<file path="src/rtl/sw_filter_ctrl_if.sv">
// Window-memory bus between the filter controller (master) and the dual-image memory (slave).
// Latency: none, wires only; the memory registers requests on its own side.
// Backpressure: none; the master holds rd/wr for fixed cycle counts instead of a handshake.
interface sw_filter_ctrl_if #(
  parameter int ADDR_W = 8,
  parameter int DATA_W = 8
);
  logic              rd;
  logic [ADDR_W-1:0] addr_row_r;
  logic [ADDR_W-1:0] addr_col_r;
  logic [DATA_W-1:0] sw_pixel_1;
  logic [DATA_W-1:0] sw_pixel_2;
  logic [DATA_W-1:0] sw_pixel_3;
  logic [DATA_W-1:0] sw_pixel_4;
  logic [DATA_W-1:0] sw_pixel_5;
  logic [DATA_W-1:0] sw_pixel_6;
  logic [DATA_W-1:0] sw_pixel_7;
  logic [DATA_W-1:0] sw_pixel_8;
  logic [DATA_W-1:0] sw_pixel_9;
  logic              wr;
  logic [ADDR_W-1:0] addr_row_w;
  logic [ADDR_W-1:0] addr_col_w;
  logic [DATA_W-1:0] cl_pixel;

  modport master (
    output rd, addr_row_r, addr_col_r, wr, addr_row_w, addr_col_w, cl_pixel,
    input  sw_pixel_1, sw_pixel_2, sw_pixel_3, sw_pixel_4, sw_pixel_5,
           sw_pixel_6, sw_pixel_7, sw_pixel_8, sw_pixel_9
  );

  modport slave (
    input  rd, addr_row_r, addr_col_r, wr, addr_row_w, addr_col_w, cl_pixel,
    output sw_pixel_1, sw_pixel_2, sw_pixel_3, sw_pixel_4, sw_pixel_5,
           sw_pixel_6, sw_pixel_7, sw_pixel_8, sw_pixel_9
  );
endinterface

</file>
<file path="src/rtl/sw_filter_ctrl.sv">
// 3x3 Gaussian filter controller: scans every window of n_image, writes the result into f_image.
// Latency: RD_LAT + WR_LAT + 3 cycles per window; done one cycle after the last window's NEXT.
// Backpressure: none; memory must honour the fixed rd/wr hold times, start is ignored while busy.
module sw_filter_ctrl #(
  parameter int IMG_W  = 256,
  parameter int IMG_H  = 256,
  parameter int ADDR_W = 8,
  parameter int DATA_W = 8,
  parameter int RD_LAT = 2,
  parameter int WR_LAT = 2
) (
  input  logic              clk,
  input  logic              rst,
  input  logic              start,
  output logic              busy,
  output logic              done,
  sw_filter_ctrl_if.master  mem
);

  typedef enum logic [2:0] {IDLE, READ, CAPTURE, COMPUTE, WRITE, NEXT, DONE} state_t;

  localparam int SUM_W   = DATA_W + 4;
  localparam int LAT_MAX = (RD_LAT > WR_LAT) ? RD_LAT : WR_LAT;
  localparam int LAT_W   = (LAT_MAX < 2) ? 1 : $clog2(LAT_MAX);

  state_t            state, state_nxt;
  logic [LAT_W-1:0]  lat_cnt;
  logic [ADDR_W-1:0] row, col;
  logic [DATA_W-1:0] win [9];
  logic [SUM_W-1:0]  gauss_sum;
  logic              rd_last, wr_last, last_col, last_row;

  // Last window column/row; counters stop here so they never wrap.
  assign last_col = (col == ADDR_W'(IMG_W - 3));
  assign last_row = (row == ADDR_W'(IMG_H - 3));
  assign rd_last  = (lat_cnt == LAT_W'(RD_LAT - 1));
  assign wr_last  = (lat_cnt == LAT_W'(WR_LAT - 1));

  // Kernel 1 2 1 / 2 4 2 / 1 2 1 as shifts; 16*max pixel fits in SUM_W bits.
  assign gauss_sum = SUM_W'(win[0])        + (SUM_W'(win[1]) << 1) + SUM_W'(win[2])
                   + (SUM_W'(win[3]) << 1) + (SUM_W'(win[4]) << 2) + (SUM_W'(win[5]) << 1)
                   + SUM_W'(win[6])        + (SUM_W'(win[7]) << 1) + SUM_W'(win[8]);

  // State register.
  always_ff @(posedge clk) begin
    if (rst) state <= IDLE;
    else     state <= state_nxt;
  end

  // Next-state logic: one window per READ..NEXT loop, raster order.
  always_comb begin
    state_nxt = state;
    case (state)
      IDLE:    if (start) state_nxt = READ;
      READ:    if (rd_last) state_nxt = CAPTURE;
      CAPTURE: state_nxt = COMPUTE;
      COMPUTE: state_nxt = WRITE;
      WRITE:   if (wr_last) state_nxt = NEXT;
      NEXT:    state_nxt = (last_col && last_row) ? DONE : READ;
      DONE:    state_nxt = IDLE;
      default: state_nxt = IDLE;
    endcase
  end

  // Bus outputs: addresses are only driven while their request is high.
  always_comb begin
    mem.rd         = (state == READ);
    mem.wr         = (state == WRITE);
    mem.addr_row_r = '0;
    mem.addr_col_r = '0;
    mem.addr_row_w = '0;
    mem.addr_col_w = '0;
    if (state == READ) begin
      mem.addr_row_r = row;
      mem.addr_col_r = col;
    end
    if (state == WRITE) begin
      mem.addr_row_w = row + ADDR_W'(1);
      mem.addr_col_w = col + ADDR_W'(1);
    end
  end

  // Counters, hold-time timer, result register and frame status flags.
  always_ff @(posedge clk) begin
    if (rst) begin
      lat_cnt      <= '0;
      row          <= '0;
      col          <= '0;
      busy         <= 1'b0;
      done         <= 1'b0;
      mem.cl_pixel <= '0;
    end else begin
      done <= (state == DONE);
      case (state)
        IDLE: if (start) begin
          row     <= '0;
          col     <= '0;
          lat_cnt <= '0;
          busy    <= 1'b1;
        end
        READ:    lat_cnt <= rd_last ? '0 : lat_cnt + LAT_W'(1);
        COMPUTE: mem.cl_pixel <= gauss_sum[SUM_W-1:4];
        WRITE:   lat_cnt <= wr_last ? '0 : lat_cnt + LAT_W'(1);
        NEXT: begin
          if (!last_col) begin
            col <= col + ADDR_W'(1);
          end else if (!last_row) begin
            col <= '0;
            row <= row + ADDR_W'(1);
          end
        end
        DONE:    busy <= 1'b0;
        default: ;
      endcase
    end
  end

  // Window capture: memory has driven the pixels by the cycle after the read burst.
  always_ff @(posedge clk) begin
    if (state == CAPTURE) begin
      win[0] <= mem.sw_pixel_1;
      win[1] <= mem.sw_pixel_2;
      win[2] <= mem.sw_pixel_3;
      win[3] <= mem.sw_pixel_4;
      win[4] <= mem.sw_pixel_5;
      win[5] <= mem.sw_pixel_6;
      win[6] <= mem.sw_pixel_7;
      win[7] <= mem.sw_pixel_8;
      win[8] <= mem.sw_pixel_9;
    end
  end

endmodule

</file>
<file path="src/flat_wrapper.sv">
// flat-port wrapper written by rule: the top's interface ports become plain ports
module sw_filter_ctrl_flat 
#(
  parameter int IMG_W  = 256,
  parameter int IMG_H  = 256,
  parameter int ADDR_W = 8,
  parameter int DATA_W = 8,
  parameter int RD_LAT = 2,
  parameter int WR_LAT = 2
)
  (clk, rst, start, busy, done, mem_rd, mem_addr_row_r, mem_addr_col_r, mem_wr, mem_addr_row_w, mem_addr_col_w, mem_cl_pixel, mem_sw_pixel_1, mem_sw_pixel_2, mem_sw_pixel_3, mem_sw_pixel_4, mem_sw_pixel_5, mem_sw_pixel_6, mem_sw_pixel_7, mem_sw_pixel_8, mem_sw_pixel_9);
  sw_filter_ctrl_if #(.ADDR_W(ADDR_W), .DATA_W(DATA_W)) mem_i ();
  input  logic clk;
  input  logic rst;
  input  logic start;
  output logic busy;
  output logic done;
  output wire logic [$bits(mem_i.rd)-1:0] mem_rd;
  output wire logic [$bits(mem_i.addr_row_r)-1:0] mem_addr_row_r;
  output wire logic [$bits(mem_i.addr_col_r)-1:0] mem_addr_col_r;
  output wire logic [$bits(mem_i.wr)-1:0] mem_wr;
  output wire logic [$bits(mem_i.addr_row_w)-1:0] mem_addr_row_w;
  output wire logic [$bits(mem_i.addr_col_w)-1:0] mem_addr_col_w;
  output wire logic [$bits(mem_i.cl_pixel)-1:0] mem_cl_pixel;
  input wire logic [$bits(mem_i.sw_pixel_1)-1:0] mem_sw_pixel_1;
  input wire logic [$bits(mem_i.sw_pixel_2)-1:0] mem_sw_pixel_2;
  input wire logic [$bits(mem_i.sw_pixel_3)-1:0] mem_sw_pixel_3;
  input wire logic [$bits(mem_i.sw_pixel_4)-1:0] mem_sw_pixel_4;
  input wire logic [$bits(mem_i.sw_pixel_5)-1:0] mem_sw_pixel_5;
  input wire logic [$bits(mem_i.sw_pixel_6)-1:0] mem_sw_pixel_6;
  input wire logic [$bits(mem_i.sw_pixel_7)-1:0] mem_sw_pixel_7;
  input wire logic [$bits(mem_i.sw_pixel_8)-1:0] mem_sw_pixel_8;
  input wire logic [$bits(mem_i.sw_pixel_9)-1:0] mem_sw_pixel_9;
  assign mem_rd = mem_i.rd;
  assign mem_addr_row_r = mem_i.addr_row_r;
  assign mem_addr_col_r = mem_i.addr_col_r;
  assign mem_wr = mem_i.wr;
  assign mem_addr_row_w = mem_i.addr_row_w;
  assign mem_addr_col_w = mem_i.addr_col_w;
  assign mem_cl_pixel = mem_i.cl_pixel;
  assign mem_i.sw_pixel_1 = mem_sw_pixel_1;
  assign mem_i.sw_pixel_2 = mem_sw_pixel_2;
  assign mem_i.sw_pixel_3 = mem_sw_pixel_3;
  assign mem_i.sw_pixel_4 = mem_sw_pixel_4;
  assign mem_i.sw_pixel_5 = mem_sw_pixel_5;
  assign mem_i.sw_pixel_6 = mem_sw_pixel_6;
  assign mem_i.sw_pixel_7 = mem_sw_pixel_7;
  assign mem_i.sw_pixel_8 = mem_sw_pixel_8;
  assign mem_i.sw_pixel_9 = mem_sw_pixel_9;
  sw_filter_ctrl #(.IMG_W(IMG_W), .IMG_H(IMG_H), .ADDR_W(ADDR_W), .DATA_W(DATA_W), .RD_LAT(RD_LAT), .WR_LAT(WR_LAT)) u_core (.clk(clk), .rst(rst), .start(start), .busy(busy), .done(done), .mem(mem_i));
endmodule
</file>
<file path="config.mk">
export PLATFORM = sky130hd
export DESIGN_NAME = sw_filter_ctrl_flat
export DESIGN_NICKNAME = d
export VERILOG_FILES = /design/src/rtl/sw_filter_ctrl_if.sv /design/src/rtl/sw_filter_ctrl.sv /design/src/flat_wrapper.sv
export SDC_FILE = /design/constraint.sdc
export NUM_CORES = 1
export LEC_CHECK = 0
export ABC_AREA = 1
export CORE_ASPECT_RATIO = 1.2
export CORE_MARGIN = 10
export CORE_UTILIZATION = 35
export DETAILED_ROUTE_END_ITERATION = 10
export GPL_TIMING_DRIVEN = 1
export HOLD_SLACK_MARGIN = 0.02
export PLACE_DENSITY_LB_ADDON = 0.05
export SYNTH_ARGS = -nofsm -noshare
export SYNTH_HDL_FRONTEND = slang
export SYNTH_SLANG_ARGS = --single-unit
</file>
<file path="constraint.sdc">
create_clock -name clk -period 15.6 [get_ports clk]
set_clock_uncertainty 0.05 [all_clocks]
set_input_delay 3.12 -clock clk [delete_from_list [all_inputs] [get_ports clk]]
set_output_delay 3.12 -clock clk [all_outputs]
set_load 0.02 [all_outputs]
</file>
=== After elaboration in Yosys (flattened, before gate mapping) ===
Memory sizes are Yosys's and may differ from the RTL's.
Index checks and enable logic that the tools add are counted.
W data, S select, Z words.

* Add/sub/neg operators: 11
* Equal/unequal tests: 14
* Multiplexer cells: 23
* Reductions and logical operators: 11

{| class="wikitable"
|+ Operators by type and width
! operator !! count
|-
| $mux W8 || 9
|-
| $add A12 B8 Y12 || 3
|-
| $add A12 B9 Y12 || 3
|-
| $pmux W8 S2 || 2
|-
| $pmux W3 S6 || 1
|-
| $add A8 B1 Y8 const B || 2
|-
| $eq A8 B8 Y1 const B || 2
|-
| $add A12 B10 Y12 || 1
|-
| $mux W3 || 4
|-
| $add A8 B9 Y10 || 1
|-
| $eq A3 B3 Y1 const B || 3
|-
| $eq A3 B2 Y1 const B || 2
|-
| $ne A2 B1 Y1 const B || 3
|-
| $reduce_and A3 Y1 || 2
|-
| $reduce_bool A2 Y1 || 3
|-
| $mux W1 || 5
|-
| $ne A2 B2 Y1 const B || 2
|-
| $pmux W1 S2 || 2
|-
| $reduce_and A2 Y1 || 2
|-
| $reduce_and A4 Y1 || 1
|-
| $eq A3 B1 Y1 const B || 1
|-
| $logic_not A3 Y1 || 1
|-
| $ne A3 B3 Y1 const B || 1
|-
| $reduce_or A2 Y1 || 1
|-
| 2 further kinds || 2
|}

* Flip-flop bits (word level): 30
* RAM bits: 72
* Input port bits: 75
* Word-level logic and storage cells: 67
* Memories kept: 1

{| class="wikitable"
|+ Memories
! memory !! depth !! bits a word !! read ports !! clocked after Yosys merged registers in !! wr ports !! RTL line !! text
|-
| u_core.win || 9 || 8 || 9 || 0 || 9 || sw_filter_ctrl.sv:29 || <nowiki>logic [DATA_W-1:0] win [9];</nowiki>
|}

=== Longest topological paths before layout ===
Gate-level depths: netlist (run 1).
An unclocked memory read counts as a cell.

* Depth in word-level cells: 9
* Depth in mapped cells: 25
* Gate-level depth less buffers: 25

=== Worst setup path after synthesis (run 1) ===
Ideal clock, no wire load.

* Kind: register to register
* From: reg u_core.state[1]
* To: reg u_core.state[1]
* Library setup time: 0.098 ns
* Data arrival time: 5.861 ns
* Slack: 9.591 ns
* Stages on the path, launching flop included: 5
* Path buffers: 0
* Cells stage by stage: dfxtp_1 -> inv_2 -> nor3_1 -> nor3_1 -> nor3_1

* Longest elaborated chain between the ends: 3
* Elaborated cells on any way between the ends: 11
* Classes of those cells: eq/ne: 8; mux: 1; reduce/logical: 2

{| class="wikitable"
|+ Ends and longest elaborated chain
! what !! RTL line !! text
|-
| start, declared || sw_filter_ctrl.sv:26 || <nowiki>state_t state, state_nxt;</nowiki>
|-
| start signal, assigned || sw_filter_ctrl.sv:47 || <nowiki>else state <= state_nxt;</nowiki>
|-
| $eq A3 B3 Y1, or another cell as far along || sw_filter_ctrl.sv:53 || <nowiki>case (state)</nowiki>
|-
| $ne A2 B1 Y1 (no line) / $ne A2 B2 Y1 (equally long branches) || n/a ||
|-
| $reduce_and A3 Y1 (no line) || n/a ||
|}

Several ways; a longest one is shown, not always the timed one.
A chain may end at the register's enable or synchronous reset.

=== Worst setup path in the final report (run 1) ===
* From: reg u_core.state[2]
* To: out mem_addr_col_w[7]

* Longest elaborated chain between the ends: 2

{| class="wikitable"
|+ Ends and longest elaborated chain
! what !! RTL line !! text
|-
| $eq A3 B3 Y1 || sw_filter_ctrl.sv:77 || <nowiki>if (state == WRITE) begin</nowiki>
|-
| $mux W8 || sw_filter_ctrl.sv:77 ||
|-
| end, declared || flat_wrapper.sv:23 || <nowiki>output wire logic [$bits(mem_i.addr_col_w)-1:0] mem_addr_col_w;</nowiki>
|}

Every way passes these cells.

==> results of run 1 <==
per-layer routing:
layer | vias up | part of all wire [%]
met5 | - | 0
met4 | 0 | 1.3
met3 | 16 | 6.1
met2 | 87 | 53
met1 | 1863 | 40
li1 | 2034 | -
worst max-delay path: cells and delay by family, from the launching register on:
family          cells  cell delay, ns
buf+inv             1            0.64
simple gates        1            0.48
flops               1            0.46
compound gates      1            0.30
logic make-up after synthesis:
group / share of synthesized area [%]
simple gates: 15.04
buf+inv: 9.353
flops: 47.59
fa+ha+maj: 21.51
compound gates: 4.396
xor+xnor: 2.112
cell usage after synthesis:
master	instances	share of area [%]
inv_1	131	8.5
nand2_1	96	6.2
edfxtp_1	72	37
nor2_1	58	3.8
fa_1	48	17
a21oi_1	32	2.8
dfxtp_1	30	10
ha_1	23	5.0
nand3_1	19	1.6
xor2_1	10	1.5
nand4_1	8	0.86
clkbuf_1	5	0.32
inv_2	5	0.32
o21ai_0	5	0.43
nor2_4	4	0.78
xnor2_1	4	0.60
nor3_1	3	0.26
a21o_1	2	0.26
a31oi_1	2	0.22
buf_2	2	0.17
nand2_2	2	0.22
nand3_2	2	0.34
o21bai_1	2	0.26
a211oi_1	1	0.13
clkinv_1	1	0.065
nand2_4	1	0.19
nand3b_1	1	0.13
nor3_2	1	0.17
nor3_4	1	0.28
o211ai_1	1	0.13
o21a_1	1	0.13
o21ai_1	1	0.086
or2_1	1	0.11
or2_2	1	0.11
state kept, by name, indices dropped and copies added (netlist names):
register	cells
u_core.busy	1
u_core.win	72
u_core.done	1
u_core.row	8
u_core.state	3
u_core.mem.cl_pixel	8
u_core.col	8
u_core.lat_cnt	1
power groups by stage:
stage | clock network, mW | registers (mW) | logic (mW)
after floorplan | 0 | 0.357 | 0.778
after global placement | 0 | 0.350 | 0.991
after detailed placement | 0 | 0.351 | 0.996
after CTS | 0.222 | 0.345 | 1.00
after global routing | 0.230 | 0.349 | 1.15
final | 0.213 | 0.345 | 0.971
stage by stage:
step | util (%) | worst slack, ns
after global routing | 46.22 | 10.01
after global placement | 44.51 | 10.62
after CTS | 46.22 | 10.16
final | 46.22 | 10.21
after floorplan | - | 9.591
after detailed placement | 44.51 | 10.55
area by class of cell:
class / instances / share of cell area, %
inverters: 137 / 6.837
clock buffers: 12 / 3.277
clock inverters: 4 / 0.4159
flip-flops and latches: 102 / 36.73
repair buffers: 120 / 15.90
multi-input cells: 330 / 33.31
well taps: 212 / 3.527
final timing paths:
path                                  startpoint                endpoint  slack, ns  cells past startpoint
worst max-delay path             u_core.state[2]       mem_addr_col_w[7]      10.21                      3
worst max register to register  u_core.win[0][1]  u_core.mem.cl_pixel[6]      10.64                     25
worst min register to register       u_core.busy             u_core.busy       0.43                      2
worst min-delay path                 u_core.busy             u_core.busy       0.43                      2
==> flow_metrics.env, run 1 <==
export IMPL_cts_clk_slew_worst_paths_ns=0.07
export IMPL_io_buffers=118
export IMPL_final_hold_viol_count=0
export IMPL_fin_cells=917
export IMPL_slowest_stage="clkdlybuf4s50_1"
export IMPL_gp_routability_congestion=0.8039
export IMPL_cts_sinks=102
export IMPL_grt_util_met1_pct=11.62
export IMPL_synth_fp_nets=722
export IMPL_final_area_sq_um=7521
export IMPL_switchingPower_mw=0.6833
export IMPL_synth_area_per_cell_sq_um=10.08
export IMPL_grt_pass1_vias=4361
export IMPL_ys_ff_latch=102
export IMPL_grt_use_total_pct=11.37
export IMPL_clock_latency_ns=0.35
export IMPL_p_int_mw=0.8458
export IMPL_slew_headroom_pct=23.36
export IMPL_slowest_delay_ns=0.64
export IMPL_leakage_nw=3.095
export IMPL_worstSetupPathType="flop to output port"
export IMPL_yosysSeqAreaShare_pct=47.59
export IMPL_gr_usage_met3_pct=3.352
export IMPL_avgViaCountPerCell=4.362
export IMPL_netSwitchingFraction_pct=44.69
export IMPL_worst_pin_slew_ns=1.146
export IMPL_critPathMaxFanout=20
export IMPL_routedWlPerCell_um=13.53
export IMPL_start_util_pct=35.68
export IMPL_status="complete, no violations"
export IMPL_rsz0062_at_grt="no"
export IMPL_io_pins=119
export IMPL_design_die_area_sq_um=22160
export IMPL_p_comb_share_pct=63.5
export IMPL_required_ns=12.43
export IMPL_grt_max_degree=38
export IMPL_nets=846
export IMPL_ir_worst_vdd_mv=0.1086
export IMPL_synth_cell_types=34
export IMPL_grt_pass1_wl_mm=20.09
export IMPL_synth_area_sq_um=5806
export IMPL_clk_path_buf_depth=2
export IMPL_dp_final_hpwl_mm=10.14
export IMPL_syn_to_final_growth_pct=29.55
export IMPL_place_area_sq_um=7243
export IMPL_rows=51
export IMPL_dp_cells=901
export IMPL_layout_common_cells="131 x inv_1, 118 x clkdlybuf4s50_1, 96 x nand2_1"
export IMPL_syn_inst=576
export IMPL_setup_tns_ns=0
export IMPL_report_final_slew_viol_count=0
export IMPL_n_fill_cell=1573
export IMPL_antenna_found_initial=0
export IMPL_power_mw=1.529
export IMPL_grt_util_met2_pct=21.09
export IMPL_dr_total_vias=4000
export IMPL_numCtsBuffers=9
export IMPL_setup_viol=0
export IMPL_first_pass_iters=4
export IMPL_regArea_sq_um=2763
export IMPL_die_w_um=137.6
export IMPL_final_common_cell="inv_1"
export IMPL_finalCriticalPeriod_ns=5.391
export IMPL_antennaDiodeCount=0
export IMPL_ctsHtreeMaxLevel=3
export IMPL_root_buffer="clkbuf_16"
export IMPL_cts_tree="done"
export IMPL_start_kind="flop"
export IMPL_hold_ws_ns=0.4251
export IMPL_maxCapViolCount=0
export IMPL_arrival_ns=2.22
export IMPL_grt_busiest_layer="met2"
export IMPL_cts_hold_buf=0
export IMPL_post_cts_resized=0
export IMPL_ant_nets=0
export IMPL_drc=0
export IMPL_post_route_period_util_pct=34.56
export IMPL_hold_path_class="flop to flop"
export IMPL_drt_iter0_markers=158
export IMPL_p_seq_share_pct=22.5
export IMPL_postCtsSetupBuffers=0
export IMPL_max_freq_mhz=185.5
export IMPL_end_kind="output port"
export IMPL_crit_chain="nand2_1 > a21oi_1 > clkdlybuf4s50_1"
export IMPL_wirelength_mm=12.40
export IMPL_power_density_nw_per_um2=203.3
export IMPL_multi_input_area_sq_um=2505
export IMPL_final_layout_size_suffix_gt1_share_pct=4.823
export IMPL_power_frac_clock_pct=13.9
export IMPL_die_h_um=161.1
export IMPL_overflow=0
export IMPL_synth_warnings=0
export IMPL_design_core_area_sq_um=16270
Note: power is estimated with default switching activity, not from simulation.
==> run 2: changes to the inputs <==
==> constraint.sdc (replaced) <==
create_clock -name clk -period 5.4 [get_ports clk]
set_clock_uncertainty 0.05 [all_clocks]
set_input_delay 1.08 -clock clk [delete_from_list [all_inputs] [get_ports clk]]
set_output_delay 1.08 -clock clk [all_outputs]
set_load 0.02 [all_outputs]
==> flow_metrics.env, run 2 (synthesis gave the netlist of run 1 again) <==
export IMPL_status="complete, no violations"
export IMPL_design_core_area_sq_um=16270
export IMPL_setup_slack_ns=0.4820
export IMPL_worstSetupPathType="flop to flop"
export IMPL_final_area_sq_um=7516
export IMPL_hold_ws_ns=0.4232
export IMPL_startpoint="u_core.win[0][1]"
export IMPL_grt_use_total_pct=11.58
export IMPL_first_pass_iters=4
export IMPL_avgViaCountPerCell=4.386
export IMPL_rsz0062_at_grt="no"
export IMPL_grt_max_degree=38
export IMPL_largest_register_ffs=72
export IMPL_gp_routability_congestion=0.8368
export IMPL_dp_final_hpwl_mm=9.976
export IMPL_grt_pass1_vias=4370
export IMPL_grt_pass1_wl_mm=20.32
export IMPL_ant_nets=0
export IMPL_power_density_nw_per_um2=584.1
export IMPL_io_buffers=118
export IMPL_hold_path_class="flop to flop"
export IMPL_cts_clk_slew_worst_paths_ns=0.06
export IMPL_clock_latency_ns=0.35
export IMPL_syn_to_final_growth_pct=29.46
export IMPL_top_register="u_core.win"
export IMPL_finalCriticalPeriod_ns=4.918
export IMPL_worst_pin_slew_ns=1.169
export IMPL_post_route_period_util_pct=91.07
export IMPL_clk_path_buf_depth=2
export IMPL_antenna_found_initial=0
export IMPL_setup_viol=0
export IMPL_overflow=0
export IMPL_die_h_um=161.1
export IMPL_drt_iter0_markers=139
export IMPL_postCtsSetupBuffers=0
export IMPL_nets=846
export IMPL_final_layout_size_suffix_gt1_share_pct=4.681
export IMPL_die_w_um=137.6
export IMPL_post_cts_resized=0
export IMPL_place_area_sq_um=7249
export IMPL_wirelength_mm=12.31
export IMPL_end_kind="flop"
export IMPL_report_final_slew_viol_count=0
export IMPL_final_common_cell="inv_1"
export IMPL_slew_headroom_pct=21.83
export IMPL_root_buffer="clkbuf_16"
export IMPL_dp_slack_ns=0.4544
export IMPL_max_freq_mhz=203.3
export IMPL_cts_tree="done"
export IMPL_drc=0
export IMPL_setup_tns_ns=0
export IMPL_arrival_ns=5.11
export IMPL_layout_common_cells="131 x inv_1, 118 x clkdlybuf4s50_1, 96 x nand2_1"
export IMPL_start_kind="flop"
export IMPL_design_die_area_sq_um=22160
export IMPL_start_util_pct=35.68
export IMPL_maxCapViolCount=0
export IMPL_worstHoldStart="u_core.busy"
export IMPL_required_ns=5.60
export IMPL_cts_hold_buf=0
export IMPL_ir_worst_vdd_mv=0.3286
export IMPL_critPathMaxFanout=4
export IMPL_timing_rr_start="u_core.win[0][1]"
export IMPL_leakage_nw=3.082
export IMPL_cts_sinks=102
export IMPL_io_pins=119
export IMPL_final_hold_viol_count=0
export IMPL_numCtsBuffers=9
export IMPL_power_mw=4.390
export IMPL_ctsHtreeMaxLevel=3
export IMPL_routedWlPerCell_um=13.43
export IMPL_antennaDiodeCount=0
export IMPL_dr_total_vias=4022
export IMPL_rows=51
-- run 2: cell types whose count changed in the layout (fill, tap and decap cells not counted), sizes merged --
cell      change
clkinv        +4
inv           -2
clkinvlp      +1
clkbuf        -3
-- run 2: final timing paths --
kind | endpoint | slack, ns | cells past startpoint
worst max-delay path | u_core.mem.cl_pixel[6] | 0.48 | 25
worst min-delay path | u_core.busy | 0.42 | 2
worst min register to register | u_core.busy | 0.42 | 2
worst max register to register | u_core.mem.cl_pixel[6] | 0.48 | 25
-- run 2: layout make-up --
| type | instances | area [sq um] |
|---|---|---|
| fill | 1577 | 8756 |
| clock inverter | 7 | 41.29 |
| tap | 212 | 265.3 |
| timing repair buffer | 120 | 1196 |
| clock buffer | 9 | 225.2 |
| inverter | 137 | 514.2 |
| sequential | 102 | 2763 |
| multi-input combinational | 330 | 2511 |
-- run 2: critical path, cell delays in order (launching register included) --
cell and delay, ns:
edfxtp_1 0.33, ha_1 0.20, inv_1 0.07, fa_1 0.40, inv_1 0.09, nand4_1 0.10, o211ai_1 0.17, xnor2_1 0.16
inv_1 0.07, fa_1 0.48, inv_1 0.05, fa_1 0.50, fa_1 0.53, fa_1 0.54, inv_1 0.04, ha_1 0.34
nand2_1 0.08, nand2_1 0.05, inv_1 0.08, nor2_1 0.05, nor2_1 0.12, nand2_1 0.07, nand2_1 0.05, nand3_1 0.06
nand2_1 0.09, inv_1 0.04
-- run 2: where the power goes --
part	total, mW	internal (mW)	switching, mW	leakage (nW)
logic	2.80	1.16	1.64	2.06
registers	0.999	0.952	0.0471	0.895
clock network	0.587	0.308	0.279	0.124
-- run 2: metal layers --
layer  vias up  part of all wire (%)  wire (um)  GRT usage [%]
met5         -                     0          0              0
met3        15                   5.9        728          2.731
met2        88                    53       6483          20.67
met4         0                   1.4        173          4.894
li1       2033                     -          -              -
met1      1886                    40       4927          12.66
-- run 2: stage by stage --
| step | instances | util (%) |
|---|---|---|
| floorplan | 576 | - |
| global placement | 901 | 44.55 |
| detailed placement | 901 | 44.55 |
| CTS | 917 | 46.19 |
| global route | 917 | 46.19 |
| finish | 917 | 46.19 |
